**src/rtl/maze_step_ctrl.sv**
```systemverilog
// Step controller for a grid-maze agent: accepts one move per trial step, checks
// it against the grid edges and blocked cells, and commits it once the move finishes.
module maze_step_ctrl #(
    parameter int ROWS      = 6,
    parameter int COLS      = 6,
    parameter int N_BLOCK   = 16,
    parameter int MAX_STEPS = 64,
    parameter int SW        = $clog2(ROWS*COLS+1),
    parameter int CW        = $clog2(MAX_STEPS+1)
) (
    input  logic                  clk,
    input  logic                  rst,
    input  logic                  start,
    input  logic [SW-1:0]         start_state,
    input  logic [SW-1:0]         target_state,
    input  logic [N_BLOCK*SW-1:0] blocked,
    input  logic                  action_valid,
    input  logic [1:0]            action,
    output logic                  action_ready,
    input  logic                  move_complete,
    output logic                  timer_start,
    output logic [SW-1:0]         maze_state,
    output logic [SW-1:0]         next_state,
    output logic                  bump,
    output logic                  target_reached,
    output logic                  timeout,
    output logic [CW-1:0]         step_count,
    output logic                  busy
);

    typedef enum logic [2:0] {
        StIdle,
        StLoad,
        StReady,
        StWaitMove,
        StCommit,
        StDone
    } state_t;

    localparam logic [SW-1:0] L_NCELLS    = SW'(ROWS*COLS);
    localparam logic [SW-1:0] L_COLS      = SW'(COLS);
    localparam logic [SW-1:0] L_ROW_MAX   = SW'(ROWS-1);
    localparam logic [SW-1:0] L_COL_MAX   = SW'(COLS-1);
    localparam logic [SW:0]   L_ROW_STEP  = (SW+1)'(COLS);
    localparam logic [SW:0]   L_ONE       = (SW+1)'(1);
    localparam logic [CW-1:0] L_MAX_STEPS = CW'(MAX_STEPS);

    state_t        r_state;
    logic [SW-1:0] r_maze_state;
    logic [SW-1:0] r_next_state;
    logic [CW-1:0] r_step_count;
    logic          r_action_ready;
    logic          r_timer_start;
    logic          r_bump;
    logic          r_target_reached;
    logic          r_timeout;
    logic          r_busy;

    logic [SW-1:0] w_idx;
    logic [SW-1:0] w_row;
    logic [SW-1:0] w_col;
    logic [SW:0]   w_cur;
    logic [SW:0]   w_cand;
    logic          w_dir_ok;
    logic          w_hit;
    logic          w_legal;
    logic [SW-1:0] w_next;
    logic [SW-1:0] w_load_cell;
    logic [CW-1:0] w_steps_inc;

    // Candidate is formed one bit wider than a cell index so edge moves never wrap.
    always_comb begin
        w_idx    = r_maze_state - SW'(1);
        w_row    = w_idx / L_COLS;
        w_col    = w_idx % L_COLS;
        w_cur    = {1'b0, r_maze_state};
        w_cand   = w_cur;
        w_dir_ok = 1'b0;
        unique case (action)
            2'd0: begin
                w_dir_ok = (w_row < L_ROW_MAX);
                w_cand   = w_cur + L_ROW_STEP;
            end
            2'd1: begin
                w_dir_ok = (w_col < L_COL_MAX);
                w_cand   = w_cur + L_ONE;
            end
            2'd2: begin
                w_dir_ok = (w_row != '0);
                w_cand   = w_cur - L_ROW_STEP;
            end
            default: begin
                w_dir_ok = (w_col != '0);
                w_cand   = w_cur - L_ONE;
            end
        endcase

        w_hit = 1'b0;
        for (int i = 0; i < N_BLOCK; i++) begin
            if (blocked[i*SW +: SW] != '0 && {1'b0, blocked[i*SW +: SW]} == w_cand) begin
                w_hit = 1'b1;
            end
        end

        w_legal     = w_dir_ok && !w_hit;
        w_next      = w_legal ? w_cand[SW-1:0] : r_maze_state;
        w_load_cell = (start_state != '0 && start_state <= L_NCELLS) ? start_state : SW'(1);
        w_steps_inc = r_step_count + CW'(1);
    end

    always_ff @(posedge clk or posedge rst) begin
        if (rst) begin
            r_state          <= StIdle;
            r_maze_state     <= '0;
            r_next_state     <= '0;
            r_step_count     <= '0;
            r_action_ready   <= 1'b0;
            r_timer_start    <= 1'b0;
            r_bump           <= 1'b0;
            r_target_reached <= 1'b0;
            r_timeout        <= 1'b0;
            r_busy           <= 1'b0;
        end else begin
            r_timer_start <= 1'b0;
            case (r_state)
                StIdle: begin
                    if (start) begin
                        r_state <= StLoad;
                        r_busy  <= 1'b1;
                    end
                end
                StLoad: begin
                    r_maze_state <= w_load_cell;
                    r_step_count <= '0;
                    r_bump       <= 1'b0;
                    r_timeout    <= 1'b0;
                    if (w_load_cell == target_state) begin
                        r_target_reached <= 1'b1;
                        r_busy           <= 1'b0;
                        r_state          <= StDone;
                    end else begin
                        r_target_reached <= 1'b0;
                        r_action_ready   <= 1'b1;
                        r_state          <= StReady;
                    end
                end
                StReady: begin
                    if (action_valid && r_action_ready) begin
                        r_next_state   <= w_next;
                        r_bump         <= !w_legal;
                        r_timer_start  <= 1'b1;
                        r_action_ready <= 1'b0;
                        r_state        <= StWaitMove;
                    end
                end
                StWaitMove: begin
                    if (move_complete) begin
                        r_state <= StCommit;
                    end
                end
                StCommit: begin
                    r_maze_state <= r_next_state;
                    r_step_count <= w_steps_inc;
                    // Reaching the goal on the last allowed step counts as success.
                    if (r_next_state == target_state) begin
                        r_target_reached <= 1'b1;
                        r_busy           <= 1'b0;
                        r_state          <= StDone;
                    end else if (w_steps_inc == L_MAX_STEPS) begin
                        r_timeout <= 1'b1;
                        r_busy    <= 1'b0;
                        r_state   <= StDone;
                    end else begin
                        r_action_ready <= 1'b1;
                        r_state        <= StReady;
                    end
                end
                StDone: begin
                    if (start) begin
                        r_state <= StLoad;
                        r_busy  <= 1'b1;
                    end
                end
                default: begin
                    r_state        <= StIdle;
                    r_action_ready <= 1'b0;
                    r_busy         <= 1'b0;
                end
            endcase
        end
    end

    assign action_ready   = r_action_ready;
    assign timer_start    = r_timer_start;
    assign maze_state     = r_maze_state;
    assign next_state     = r_next_state;
    assign bump           = r_bump;
    assign target_reached = r_target_reached;
    assign timeout        = r_timeout;
    assign step_count     = r_step_count;
    assign busy           = r_busy;

endmodule

```
**config.mk**
```make
export PLATFORM = sky130hd
export DESIGN_NAME = maze_step_ctrl
export DESIGN_NICKNAME = d
export VERILOG_FILES = /design/src/rtl/maze_step_ctrl.sv
export SDC_FILE = /design/constraint.sdc
export NUM_CORES = 1
export LEC_CHECK = 0
export ABC_AREA = 1
export BUFFER_PORTS_ARGS = -buffer_cell sky130_fd_sc_hd__buf_2
export CAP_MARGIN = 20
export CELL_PAD_IN_SITES_DETAIL_PLACEMENT = 1
export CELL_PAD_IN_SITES_GLOBAL_PLACEMENT = 1
export CORE_AREA = 5 5 125 127
export CTS_BUF_LIST = sky130_fd_sc_hd__clkbuf_2
export DETAILED_ROUTE_END_ITERATION = 10
export DIE_AREA = 0 0 130 132
export GPL_ROUTABILITY_DRIVEN = 0
export MAX_ROUTING_LAYER = met4
export PLACE_DENSITY = 0.77
export REMOVE_ABC_BUFFERS = 1
export SLEW_MARGIN = 20
export SYNTH_ARGS = -nofsm -noshare
export SYNTH_HDL_FRONTEND = slang
export SYNTH_SLANG_ARGS = --single-unit
```
**constraint.sdc**
```tcl
create_clock -name clk -period 3.8 [get_ports clk]
set_input_delay 0.76 -clock clk [delete_from_list [all_inputs] [get_ports clk]]
set_output_delay 0.76 -clock clk [all_outputs]
set_load 0.005 [all_outputs]
```
* Word-level counts from Yosys, hierarchy flattened
Cells that the tools add are included.
** Cells by class
- Equality and inequality tests :: 36
- Divide/modulo/power cells :: 2
- Order comparisons :: 3
- Bitwise operators :: 2
- Multiplexer cells :: 49
- Reductions and logical operators :: 54
- Add/subtract/negate cells :: 6
** Operators by type and width (number)
- 6-bit nonzero test :: 19
- 6-bit by 7-bit == test with 1-bit output :: 16
- 1-bit two-way mux :: 31
- 7-bit case mux with 3 select lines :: 1
- 1-bit logical AND :: 19
- 3-bit two-way mux :: 6
- 2-bit inequality test (second input constant) :: 8
- 3-bit case mux with 5 select lines :: 1
- 7-bit case mux with 2 select lines :: 1
- 6-bit == test :: 2
- 6-bit by 3-bit less-than comparator with 1-bit output (second input constant) :: 2
- 6-bit two-way mux :: 2
- 6-bit case mux with 2 select lines :: 1
- 1-bit case mux with 4 select lines :: 2
- 6-bit by 1-bit adder with 7-bit output (second input constant) :: 1
- 6-bit by 3-bit adder with 7-bit output (second input constant) :: 1
- 7-bit by 1-bit adder with 7-bit output (second input constant) :: 1
- 7-bit == test (second input constant) :: 1
- 6-bit by 1-bit subtractor with 7-bit output (second input constant) :: 1
- 6-bit by 3-bit subtractor with 7-bit output (second input constant) :: 1
- 6-bit by 3-bit divider with 6-bit output (second input constant) :: 1
- 3-bit by 2-bit == test with 1-bit output (second input constant) :: 2
- 3-bit == test (second input constant) :: 2
- 6-bit less-or-equal comparator (second input constant) :: 1
- 20 further kinds :: 29
** Word-level totals
- Bits in registers :: 28
- Logic and storage cells :: 162

* Logic depth before layout (Yosys ltp)
Gate-level depths: netlist (run 1).
- Depth after elaboration :: 25
- Gate-level depth with buffers :: 29
- Depth with buffers taken out :: 29

* Least setup slack after synthesis (run 1)
Ideal clock, no wire load.
- Path type :: input port to flip-flop
- Start :: in action[0]
- End :: reg r_next_state[1], in the netlist next_state[1]
- Data required time :: 3.683 ns
- Cell stages on the path :: 18
- Slack :: 0.253 ns
- Arrival :: 3.429 ns
- Path buffers :: 2
- Path through :: buf_2 > nor2_1 > fa_1 > or2_2 > nand2_1 > buf_2 > xnor2_1 > nand3_1 > nor4_1 > nand3_1 > o21ai_0 > nor2_1 > nand2_1 > nor2_4 > nand2_4 > nand2_1 > nand3_1 > nand2_1
** On the way
- Word-level cells in the longest chain between the ends :: 23
- Elaborated cells on any way between the ends :: 56
- Those cells by class :: eq/ne: 18; mux: 19; reduce/logical: 19
** Ends and longest elaborated chain
- from (decl) :: RTL line 18 : input logic [1:0] action,
- 2-bit == test (tied with other cells) :: RTL line 79 : unique case (action)
- 7-bit case mux with 3 select lines :: RTL line 79
- 6-bit by 7-bit == test with 1-bit output :: RTL line 100 : if (blocked[i*SW +: SW] != '0 && {1'b0, blocked[i*SW +: SW]} == w_cand) begin
- 1-bit logical AND :: RTL line 100
- 1-bit two-way mux (16 in a row) :: RTL line 100
- 1-bit zero test :: RTL line 105 : w_legal = w_dir_ok && !w_hit;
- 1-bit logical AND :: RTL line 105
- 6-bit two-way mux (*) :: RTL line 106 : w_next = w_legal ? w_cand[SW-1:0] : r_maze_state;
- to (signal assigned) :: RTL line 149 : r_next_state <= w_next;
- to (decl) :: RTL line 50 : logic [SW-1:0] r_next_state;
Mark *: on every way between the ends. The rest lies on a longest branch, timed or not.
A chain may end at the register's enable or synchronous reset.

* Worst setup path after layout (run 1)
- Start :: in action[0]
- End :: reg r_next_state[4], in the netlist next_state[4]
The elaborated chain is that of the path after synthesis.

==> results by group, run 1 <==
Drt
  – Vias: 5119
  – Detail Route Antenna Nets: 0
  – DRT iter0 DRCs: 152
  – DRT Pass-1 Iters: 4
  – Met2 WL post-DR: 8.25 mm
  – Met3 wire length: 508 microns
  – M1 wire length: 6.95 mm
  – Detailed-route DRC error count: 0
  – DR top layer: met4
  – Avg WL per Cell: 15.0 microns
  – Final WL: 15.8 mm
  – Vias/cell: 4.88

Power and ir drop
  – Pwr Total: 4560 uW
  – Peak supply drop: 0.305 mV
  – Pwr/cell area: 837 nW/um^2
  – LEAKAGE: 0.00297 uW

Die
  – Core area: 14300 sq um
  – Top-level I/O count: 140
  – Die X: 130 microns
  – Row count: 44
  – Total Die Area: 17200 sq um
  – Die H: 132 microns
  – Starting Density: 0.297

Setup path
  – Most used cell, CP: nand2_1
  – Reg2reg end: next_state[4]
  – Buf+Inv Stages, Crit Path: 3
  – Reg2Reg Setup Slack: 420 ps
  – Reg2reg path depth: 27
  – Crit path kind: primary input to flop
  – Max incr delay on CP: 470 ps
  – Arrival time at the worst endpoint: 3810 ps
  – Critical path, cell by cell: buf_2 -> buf_4 -> nor2_1 -> fa_1 -> or2_2 -> nand2_1 -> buf_12 -> xor2_1 -> nor4_1 -> nand3b_1 -> nor2_1 -> nand2_1 -> nand2_1 -> nor2_1 -> nand3_1 -> nand2_1 -> nand2_1 -> nor2_4 -> nand2_4 -> nand2_1 -> nand3_1 -> nand2_1
  – Max FO, Critical Path: 16
  – Kind of start point of the critical path: primary input
  – Req. time, crit path: 4100 ps
  – Critical Path End Type: flop
  – Slowest cell on the critical path: fa_1
  – Worst reg2reg startpoint: maze_state[4]
  – Cell family with most CP delay: simple AND/OR/NAND/NOR gates

Yosys
  – Mapped Area: 4250 sq um
  – YS warnings: 0
  – Cells after Synth: 700
  – Sequential area share after synthesis: 0.165
  – Ys async rst share: 1.00
  – Synth cell count leaders: nand2_1, inv_1, nor2_1
  – Number of synthesized flops with an enable pin: 0
  – Post-synth cell types: 41
  – Post-synth top area cell: dfrtp_1
  – Most area-consuming cells after synthesis: dfrtp_1, nand2_1, xor2_1, inv_1, nand3_1
  – Top-area cell type share of the netlist area: 0.165
  – Ys flop type: dfrtp_1
  – Top-count cell post-synth: nand2_1
  – Yosys reg bits: 28
  – Mean post-synth cell area: 6.07 sq um

STA
  – Worst Hold Slack: 439 ps
  – Setup TNS: 0 ps
  – Rel. slew slack: 0.547
  – Fin crit period: 3520 ps
  – Maximum clock rate: 284 MHz
  – Period Utilization, post-route: 0.925
  – Max Slew Vio Count: 0
  – Unrepaired setup endpoints after global routing: false
  – Final setup violation count: 0
  – Slew @ Worst Pin: 678 ps
  – Final-report hold violation count: 0
  – Clock skew: 25.8 ps
  – Setup WS post-layout: 284 ps

Clock tree
  – Clock sinks: 28
  – H-tree levels: 1
  – CTS max path bufs: 2
  – Total CTS buffers: 3
  – Clock root buffer: clkbuf_2
  – CTS tree: done
  – Reg clk slew, reported paths: 260 ps
  – Clock Latency Late Sink: 360 ps

Placement
  – Post-Place Setup Slack: -91.9 ps
  – Placed Cells: 1046
  – Post-DP HPWL: 13.6 mm
  – Input/output buffers: 139

Cells and area
  – Area grow syn2layout: 28.3%
  – Layout cells sized above 1: 0.247
  – Fin nets: 999
  – Diode count: 0
  – Fin cells: 1050

Min path
  – Worst Hold Class: primary input to asynchronous set/reset pin

Global routing
  – First-pass GRT wire length: 25.8 mm
  – Initial antenna violation count: 0
  – Total Routing Usage GR: 0.185
  – GRT overflow: 0
  – Largest net degree at the start of global routing: 17
  – Number of global-route vias before repair: 5324

Run
  – Max-Cap Viols: 0

Status
  – Run status: finished, final reports clean
[state kept, by name, indices dropped and copies added (netlist names)]
| name | cells |
|---|---|
| busy | 1 |
| action_ready | 1 |
| step_count | 7 |
| bump | 1 |
| timeout | 1 |
| target_reached | 1 |
| r_state | 3 |
| maze_state | 6 |
| timer_start | 1 |
| next_state | 6 |
[per-layer routing]
metal | up-vias | global-route usage
met2 | 89 | 0.332
met1 | 2414 | 0.235
met3 | 6 | 0.0138
met4 | 0 | 0.0173
li1 | 2610 | -
met5 | - | -
[cells by family (layout without fill, tap and decap cells)]
family	after synthesis	after routing	synth area share
and+or+nand+nor	391	391	0.422
buffers and inverters	113	279	0.105
AOI/OAI and AO/OA	86	86	0.117
xor gates and xnor gates	66	66	0.141
DFF	28	28	0.165
adders and majority gates	16	16	0.0507
[cells in the final DEF, fill, tap and decap left out, drive strengths merged, types with 13 or more instances in the layout]
cell type | Yosys | final
nor3 | 15 | 15
nor2 | 83 | 83
buf | 11 | 175
o21ai | 32 | 32
xor2 | 50 | 50
nand2 | 183 | 183
a21oi | 31 | 31
dfrtp | 28 | 28
nor4 | 13 | 13
ha | 14 | 14
nand3 | 70 | 70
xnor2 | 16 | 16
inv | 99 | 99
nand4 | 15 | 15
[where the power goes]
group          internal, uW  switching (uW)
Sequential              394             130
Combinational          1490            2440
Clock                  21.4            83.0
[area by class of cell]
cell class,count,area [sq um]
multi-input combinational,559,3110
inverter,101,382
fill,2002,8860
tap,184,230
timing repair buffer,175,1010
sequential,28,702
clock buffer,3,15.0
[how the worst max path moves through the flow]
stage | depth (start not counted) | slack [ps] | from | to
after floorplan | 22 | 170 | action[1] | next_state[1]
after global placement | 23 | -20 | action[0] | next_state[3]
after detailed placement | 22 | -90 | action[0] | next_state[3]
after CTS | 22 | 310 | action[0] | next_state[3]
after global routing | 27 | 10 | maze_state[4] | next_state[4]
final | 22 | 280 | action[0] | next_state[4]
[metrics by stage]
stage                     area (sq um)  utilization
final                             5450        0.381
after global placement            5410        0.378
after floorplan                   4180            -
after CTS                         5440        0.380
after global routing              5450        0.381
after detailed placement          5420        0.379
[what timing repair did]
| item | 4_1_cts | 5_1_grt |
|---|---|---|
| hold buffers | 0 | 0 |
| buffers inserted | 0 | 1 |
| resized for setup | 0 | 2 |
| setup endpoints to repair | 0 | 2 |
(Power assumes the default switching activity.)
==> run 2: changes to the inputs <==
--- a/config.mk
+++ b/config.mk
@@ -15,6 +15,7 @@
 export DETAILED_ROUTE_END_ITERATION = 10
 export DIE_AREA = 0 0 130 132
 export GPL_ROUTABILITY_DRIVEN = 0
+export GPL_TIMING_DRIVEN = 0
 export MAX_ROUTING_LAYER = met4
 export PLACE_DENSITY = 0.77
 export REMOVE_ABC_BUFFERS = 1
==> run 2 against run 1 <==
Compared with the run above:
- die area unchanged
- worst setup slack worse by 120 ps
- combinational power up 2%
- critical path type unchanged
- final cell count decreased by 0.86%
- hold slack got worse by 30 ps
- sequential share of layout area down 0.071 points
- largest power group unchanged
- register-to-register slack got worse by 150 ps
==> results by group, run 2 (synthesis results as in run 1) <==
Global routing
  – Largest net degree at the start of global routing: 29 (was 17)
  – Initial antenna violation count: 1 (was 0)
  – Total Routing Usage GR: 0.186 (was 0.185)
  – GRT overflow: 0 (unchanged)
  – Number of global-route vias before repair: 5311 (was 5324)
  – First-pass GRT wire length: 25.9 mm (was 25.8 mm)

Cells and area
  – Area grow syn2layout: 29.2% (was 28.3%)
  – Most common library cell in the layout ignoring fill and taps: nand2_1 (unchanged)
  – Layout cells sized above 1: 0.262 (was 0.247)
  – Fin nets: 988 (was 999)
  – Fill count: 2009 (was 2002)
  – Fin cells: 1041 (was 1050)
  – Max FFs per register: 7 (unchanged)
  – Multi-input gate area in the final layout: 3240 sq um (was 3110 sq um)
  – Sequential cell area: 703 sq um (was 702 sq um)
  – Most frequent cells in the layout: nand2_1, buf_2, inv_1 (unchanged)

Setup path
  – Arrival time at the worst endpoint: 3970 ps (was 3810 ps)
  – Reg2reg end: next_state[3] (was next_state[4])
  – Reg2Reg Setup Slack: 270 ps (was 420 ps)
  – Critical Path End Type: flop (unchanged)
  – Crit path kind: primary input to flop (unchanged)
  – Kind of start point of the critical path: primary input (unchanged)
  – Reg2reg path depth: 21 (was 27)
  – Max FO, Critical Path: 12 (was 16)
  – Req. time, crit path: 4130 ps (was 4100 ps)
  – Worst reg2reg startpoint: maze_state[2] (was maze_state[4])

STA
  – Maximum clock rate: 275 MHz (was 284 MHz)
  – Final setup violation count: 0 (unchanged)
  – Period Utilization, post-route: 0.957 (was 0.925)
  – Clock skew: 10.2 ps (was 25.8 ps)
  – Setup WS post-layout: 165 ps (was 284 ps)
  – Rel. slew slack: 0.329 (was 0.547)
  – Worst Hold Slack: 409 ps (was 439 ps)
  – Setup TNS: 0 ps (unchanged)
  – Slew @ Worst Pin: 1000 ps (was 678 ps)
  – Max Slew Vio Count: 0 (unchanged)
  – Final-report hold violation count: 0 (unchanged)
  – Unrepaired setup endpoints after global routing: false (unchanged)
  – Fin crit period: 3630 ps (was 3520 ps)

Placement
  – Post-Place Setup Slack: -1270 ps (was -91.9 ps)
  – Placed Cells: 1012 (was 1046)
  – Input/output buffers: 139 (unchanged)
  – Post-DP HPWL: 12.5 mm (was 13.6 mm)

Die
  – Total Die Area: 17200 sq um (unchanged)
  – Starting Density: 0.297 (unchanged)
  – Core area: 14300 sq um (unchanged)
  – Top-level I/O count: 140 (unchanged)
  – Die X: 130 microns (unchanged)
  – Row count: 44 (unchanged)
  – Die H: 132 microns (unchanged)

Drt
  – DRT iter0 DRCs: 212 (was 152)
  – Final WL: 16.1 mm (was 15.8 mm)
  – DRT Pass-1 Iters: 4 (unchanged)
  – Avg WL per Cell: 15.5 microns (was 15.0 microns)
  – Vias/cell: 4.91 (was 4.88)
  – Detail Route Antenna Nets: 0 (unchanged)
  – Vias: 5115 (was 5119)
  – Detailed-route DRC error count: 0 (unchanged)

Power and ir drop
  – Peak supply drop: 0.348 mV (was 0.305 mV)
  – LEAKAGE: 0.00291 uW (was 0.00297 uW)
  – Pwr Total: 4630 uW (was 4560 uW)
  – Pwr/cell area: 843 nW/um^2 (was 837 nW/um^2)

Status
  – Run status: finished, final reports clean (unchanged)

Clock tree
  – Total CTS buffers: 3 (unchanged)
  – CTS max path bufs: 2 (unchanged)
  – Reg clk slew, reported paths: 270 ps (was 260 ps)
  – H-tree levels: 1 (unchanged)
  – Hold Buf Count CTS: 0 (unchanged)
  – Clock sinks: 28 (unchanged)
  – CTS tree: done (unchanged)
  – Clock Latency Late Sink: 360 ps (about the same)
  – Clock root buffer: clkbuf_2 (unchanged)

Run
  – Max-Cap Viols: 0 (unchanged)

Min path
  – Worst Hold Class: primary input to asynchronous set/reset pin (unchanged)
run 2: changes by cell type in the layout (fill, tap and decap cells not counted), moves of 4 or more:
cell,delta
inv_1,-5
ha_1,-4
buf_4,-12
nand2_1,-4
run 2: final cells by class:
class | count | area share
multi-input cells | 561 | 0.590
repair buffers | 162 | 0.165
flip-flops and latches | 28 | 0.128
inverters | 101 | 0.0713
well taps | 184 | 0.0419
clock buffers | 3 | 0.00274
clock inverters | 1 | 0.000684
diodes | 1 | 0.000456
run 2: power by group:
| group | total [uW] | internal (uW) | switching [uW] |
|---|---|---|---|
| Sequential | 532 | 395 | 137 |
| Combinational | 3990 | 1490 | 2500 |
| Clock | 111 | 22.8 | 88.4 |
run 2: metrics by stage:
stage	utilization	area, sq um
floorplan	-	4180
global placement	0.357	5110
detailed placement	0.359	5140
CTS	0.369	5290
global route	0.383	5490
finish	0.383	5490
run 2: repair_timing:
item	4_1_cts	5_1_grt
resized for setup	20	15
setup buffers	6	16
gates cloned	2	0
pin swaps	4	4
setup endpoints to repair	7	7
run 2: how the worst max path moves through the flow:
stage	startpoint	endpoint	slack, ps	cells after the start
2_1_floorplan	action[1]	next_state[1]	170	22
3_3_place_gp	action[0]	next_state[1]	-1500	21
3_5_place_dp	action[0]	next_state[5]	-1270	24
4_1_cts	action[1]	next_state[3]	20	23
5_1_grt	maze_state[2]	next_state[3]	3	21
6_report	action[0]	next_state[3]	170	25
run 2: critical path: stages:
cell and delay (ps):
buf_4 200, inv_2 120, nor2_2 150, inv_2 130
ha_4 330, nand2_1 70, inv_1 60, nand4_1 80
o211ai_1 140, a21oi_1 120, o21ai_2 150, nand2_4 120
clkbuf_4 210, xor2_1 150, nand2_1 90, nand2_1 50
nor2_1 120, nand3_1 130, nand2_1 80, nand2_1 90
nor2_4 240, nand2_4 120, nand2_1 90, nand3_1 70
nand2_1 90
run 2: metal layers:
layer	track usage	up-vias	wire [microns]
met2	0.324	73	8180
met3	0.0122	21	360
li1	-	2595	-
met5	-	-	0
met1	0.235	2426	7270
met4	0.0393	0	330
==> run 3: changes to the inputs <==
--- a/config.mk
+++ b/config.mk
@@ -10,16 +10,17 @@
 export CAP_MARGIN = 20
 export CELL_PAD_IN_SITES_DETAIL_PLACEMENT = 1
 export CELL_PAD_IN_SITES_GLOBAL_PLACEMENT = 1
-export CORE_AREA = 5 5 125 127
+export CORE_AREA = 5 5 115 117
 export CTS_BUF_LIST = sky130_fd_sc_hd__clkbuf_2
 export DETAILED_ROUTE_END_ITERATION = 10
-export DIE_AREA = 0 0 130 132
+export DIE_AREA = 0 0 120 122
 export GPL_ROUTABILITY_DRIVEN = 0
 export GPL_TIMING_DRIVEN = 0
 export MAX_ROUTING_LAYER = met4
-export PLACE_DENSITY = 0.77
+export PLACE_DENSITY = 0.88
 export REMOVE_ABC_BUFFERS = 1
 export SLEW_MARGIN = 20
 export SYNTH_ARGS = -nofsm -noshare
 export SYNTH_HDL_FRONTEND = slang
 export SYNTH_SLANG_ARGS = --single-unit
+export TNS_END_PERCENT = 20
==> run 3 against run 2 <==
Compared with the run above:
- worst setup slack got worse by 48 ps
- combinational power barely moved
- sequential power rose by 2%
- global-route usage grew 2.9 points
- power up 2.2%
- sequential share of layout area up 0.10 points
- clock power up 68%
- hold slack lost 14 ps
- via count rose by 1.9%
- critical endpoint is now next_state[4]
==> results by group, run 3 (synthesis results as in run 1) <==
Status
  – Run status: finished, final reports clean (unchanged)

Cells and area
  – Area grow syn2layout: 28.4% (was 29.2%)
  – Most common library cell in the layout ignoring fill and taps: nand2_1 (unchanged)
  – Final core area utilization: 0.445 (was 0.383)
  – Layout cells sized above 1: 0.265 (was 0.262)
  – Max FFs per register: 7 (unchanged)
  – Fin nets: 984 (was 988)
  – Most frequent cells in the layout: nand2_1, buf_2, inv_1 (unchanged)

Clock tree
  – Clock sinks: 28 (unchanged)
  – Clock Latency Late Sink: 380 ps (was 360 ps)
  – CTS max path bufs: 2 (unchanged)
  – H-tree levels: 1 (unchanged)
  – Clock root buffer: clkbuf_2 (unchanged)
  – CTS tree: done (unchanged)
  – Hold Buf Count CTS: 0 (unchanged)
  – Reg clk slew, reported paths: 280 ps (was 270 ps)
  – Total CTS buffers: 3 (unchanged)

Setup path
  – Reg2Reg Setup Slack: 310 ps (was 270 ps)
  – Arrival time at the worst endpoint: 4030 ps (was 3970 ps)
  – CP Launch Point: action[0] (unchanged)
  – Max FO, Critical Path: 12 (unchanged)
  – Crit path kind: primary input to flop (unchanged)
  – Critical path, cell by cell: buf_6 -> clkinvlp_4 -> nor2_4 -> inv_4 -> ha_4 -> a21oi_1 -> o211ai_1 -> a21oi_1 -> o21ai_2 -> nand2_4 -> buf_4 -> inv_1 -> nand2_1 -> nand4_1 -> nand2_1 -> nor2_1 -> nand3_1 -> nand2_1 -> nand2_1 -> nor2_4 -> nand2_4 -> nand2_1 -> nand3_1 -> nand2_1
  – Reg2reg path depth: 20 (was 21)
  – Slowest cell on the critical path: ha_4 (unchanged)
  – Kind of start point of the critical path: primary input (unchanged)
  – Worst reg2reg startpoint: maze_state[2] (unchanged)
  – Reg2reg end: next_state[4] (was next_state[3])
  – Most used cell, CP: nand2_1 (unchanged)
  – Req. time, crit path: 4150 ps (was 4130 ps)
  – Critical Path End Type: flop (unchanged)
  – Worst setup endpoint: next_state[4] (was next_state[3])
  – Max incr delay on CP: 310 ps (was 330 ps)

Drt
  – Detail Route Antenna Nets: 0 (unchanged)
  – Vias: 5211 (was 5115)
  – DRT iter0 DRCs: 239 (was 212)
  – DRT Pass-1 Iters: 4 (unchanged)
  – Vias/cell: 5.20 (was 4.91)
  – Detailed-route DRC error count: 0 (unchanged)
  – Final WL: 16.4 mm (was 16.1 mm)
  – Avg WL per Cell: 16.3 microns (was 15.5 microns)

STA
  – Final-report hold violation count: 0 (unchanged)
  – Max Slew Vio Count: 0 (unchanged)
  – Period Utilization, post-route: 0.969 (was 0.957)
  – Worst Hold Slack: 394 ps (was 409 ps)
  – Slew @ Worst Pin: 1010 ps (was 1000 ps)
  – Clock skew: 2.71 ps (was 10.2 ps)
  – Setup TNS: 0 ps (unchanged)
  – Fin crit period: 3680 ps (was 3630 ps)
  – Final setup violation count: 0 (unchanged)
  – Rel. slew slack: 0.322 (was 0.329)
  – Maximum clock rate: 271 MHz (was 275 MHz)

Run
  – Max-Cap Viols: 0 (unchanged)

Global routing
  – Initial antenna violation count: 1 (unchanged)
  – Top Usage Layer GRT: met2 (unchanged)
  – GRT overflow: 0 (unchanged)
  – Number of global-route vias before repair: 5400 (was 5311)
  – Grt met3 use: 0.0190 (was 0.0122)
  – Met1 usage: 0.269 (was 0.235)
  – Total Routing Usage GR: 0.215 (was 0.186)
  – First-pass GRT wire length: 25.3 mm (was 25.9 mm)
  – Largest net degree at the start of global routing: 29 (unchanged)
  – Met2 global-route usage: 0.377 (was 0.324)

Die
  – Die X: 120 microns (was 130 microns)
  – Row count: 41 (was 44)
  – Core area: 12300 sq um (was 14300 sq um)
  – Total Die Area: 14600 sq um (was 17200 sq um)
  – Die H: 122 microns (was 132 microns)
  – Top-level I/O count: 140 (unchanged)
  – Starting Density: 0.346 (was 0.297)

Power and ir drop
  – Pwr/cell area: 867 nW/um^2 (was 843 nW/um^2)
  – LEAKAGE: 0.00290 uW (was 0.00291 uW)
  – Pwr Total: 4730 uW (was 4630 uW)
  – Peak supply drop: 0.377 mV (was 0.348 mV)

Placement
  – Input/output buffers: 139 (unchanged)
  – Post-DP HPWL: 12.5 mm (about the same)

Min path
  – Worst Hold Class: primary input to asynchronous set/reset pin (unchanged)
[run 3: report_power, final]
part	internal, uW	total (uW)	leakage (uW)	switching, uW
clock	90.4	187	0.0000266	96.6
combinational	1430	4000	0.00251	2570
sequential	396	540	0.000362	144
[run 3: worst min-delay path by stage]
| stage | cells past startpoint | endpoint |
|---|---|---|
| 2_1_floorplan | 2 | busy |
| 3_3_place_gp | 2 | busy |
| 3_5_place_dp | 2 | busy |
| 4_1_cts | 2 | busy |
| 5_1_grt | 2 | action_ready |
| 6_report | 2 | busy |
[run 3: critical path, delay by kind of cell]
family | cells | cell delay (ps)
adder cells (fa/ha/maj) | 1 | 310
AND/OR/NAND/NOR | 14 | 1560
buffers and inverters | 5 | 710
AO/OA/AOI/OAI | 4 | 660
[run 3: layout make-up]
type / instances / area, sq um
flip-flops and latches: 28 / 704
well taps: 150 / 188
multi-input cells: 561 / 3260
fillers: 1715 / 6810
repair buffers: 158 / 852
clock buffers: 3 / 15.0
inverters: 101 / 400
diodes: 1 / 2.50
clock inverters: 1 / 30.0
[run 3: what timing repair did]
action / in CTS / in global routing
gates resized for setup: 18 / 31
endpoints found under the setup margin: 7 / 7
pin swaps: 5 / 5
buffers inserted: 9 / 9
cloned: 2 / 0
endpoints found under the hold margin: 0 / 0
[run 3: through the flow]
step	instance area, sq um	instances	setup slack (ps)
final	5460	1003	117
after global routing	5460	1003	-75.1
after CTS	5280	993	1.94
after detailed placement	5090	978	-1330
after global placement	5070	977	-1390
after floorplan	4180	688	172
[run 3: metal layers]
layer / vias up / part of all wire
met5: - / 0
met4: 0 / 0.019
met3: 28 / 0.027
met2: 91 / 0.51
met1: 2502 / 0.44
li1: 2590 / -
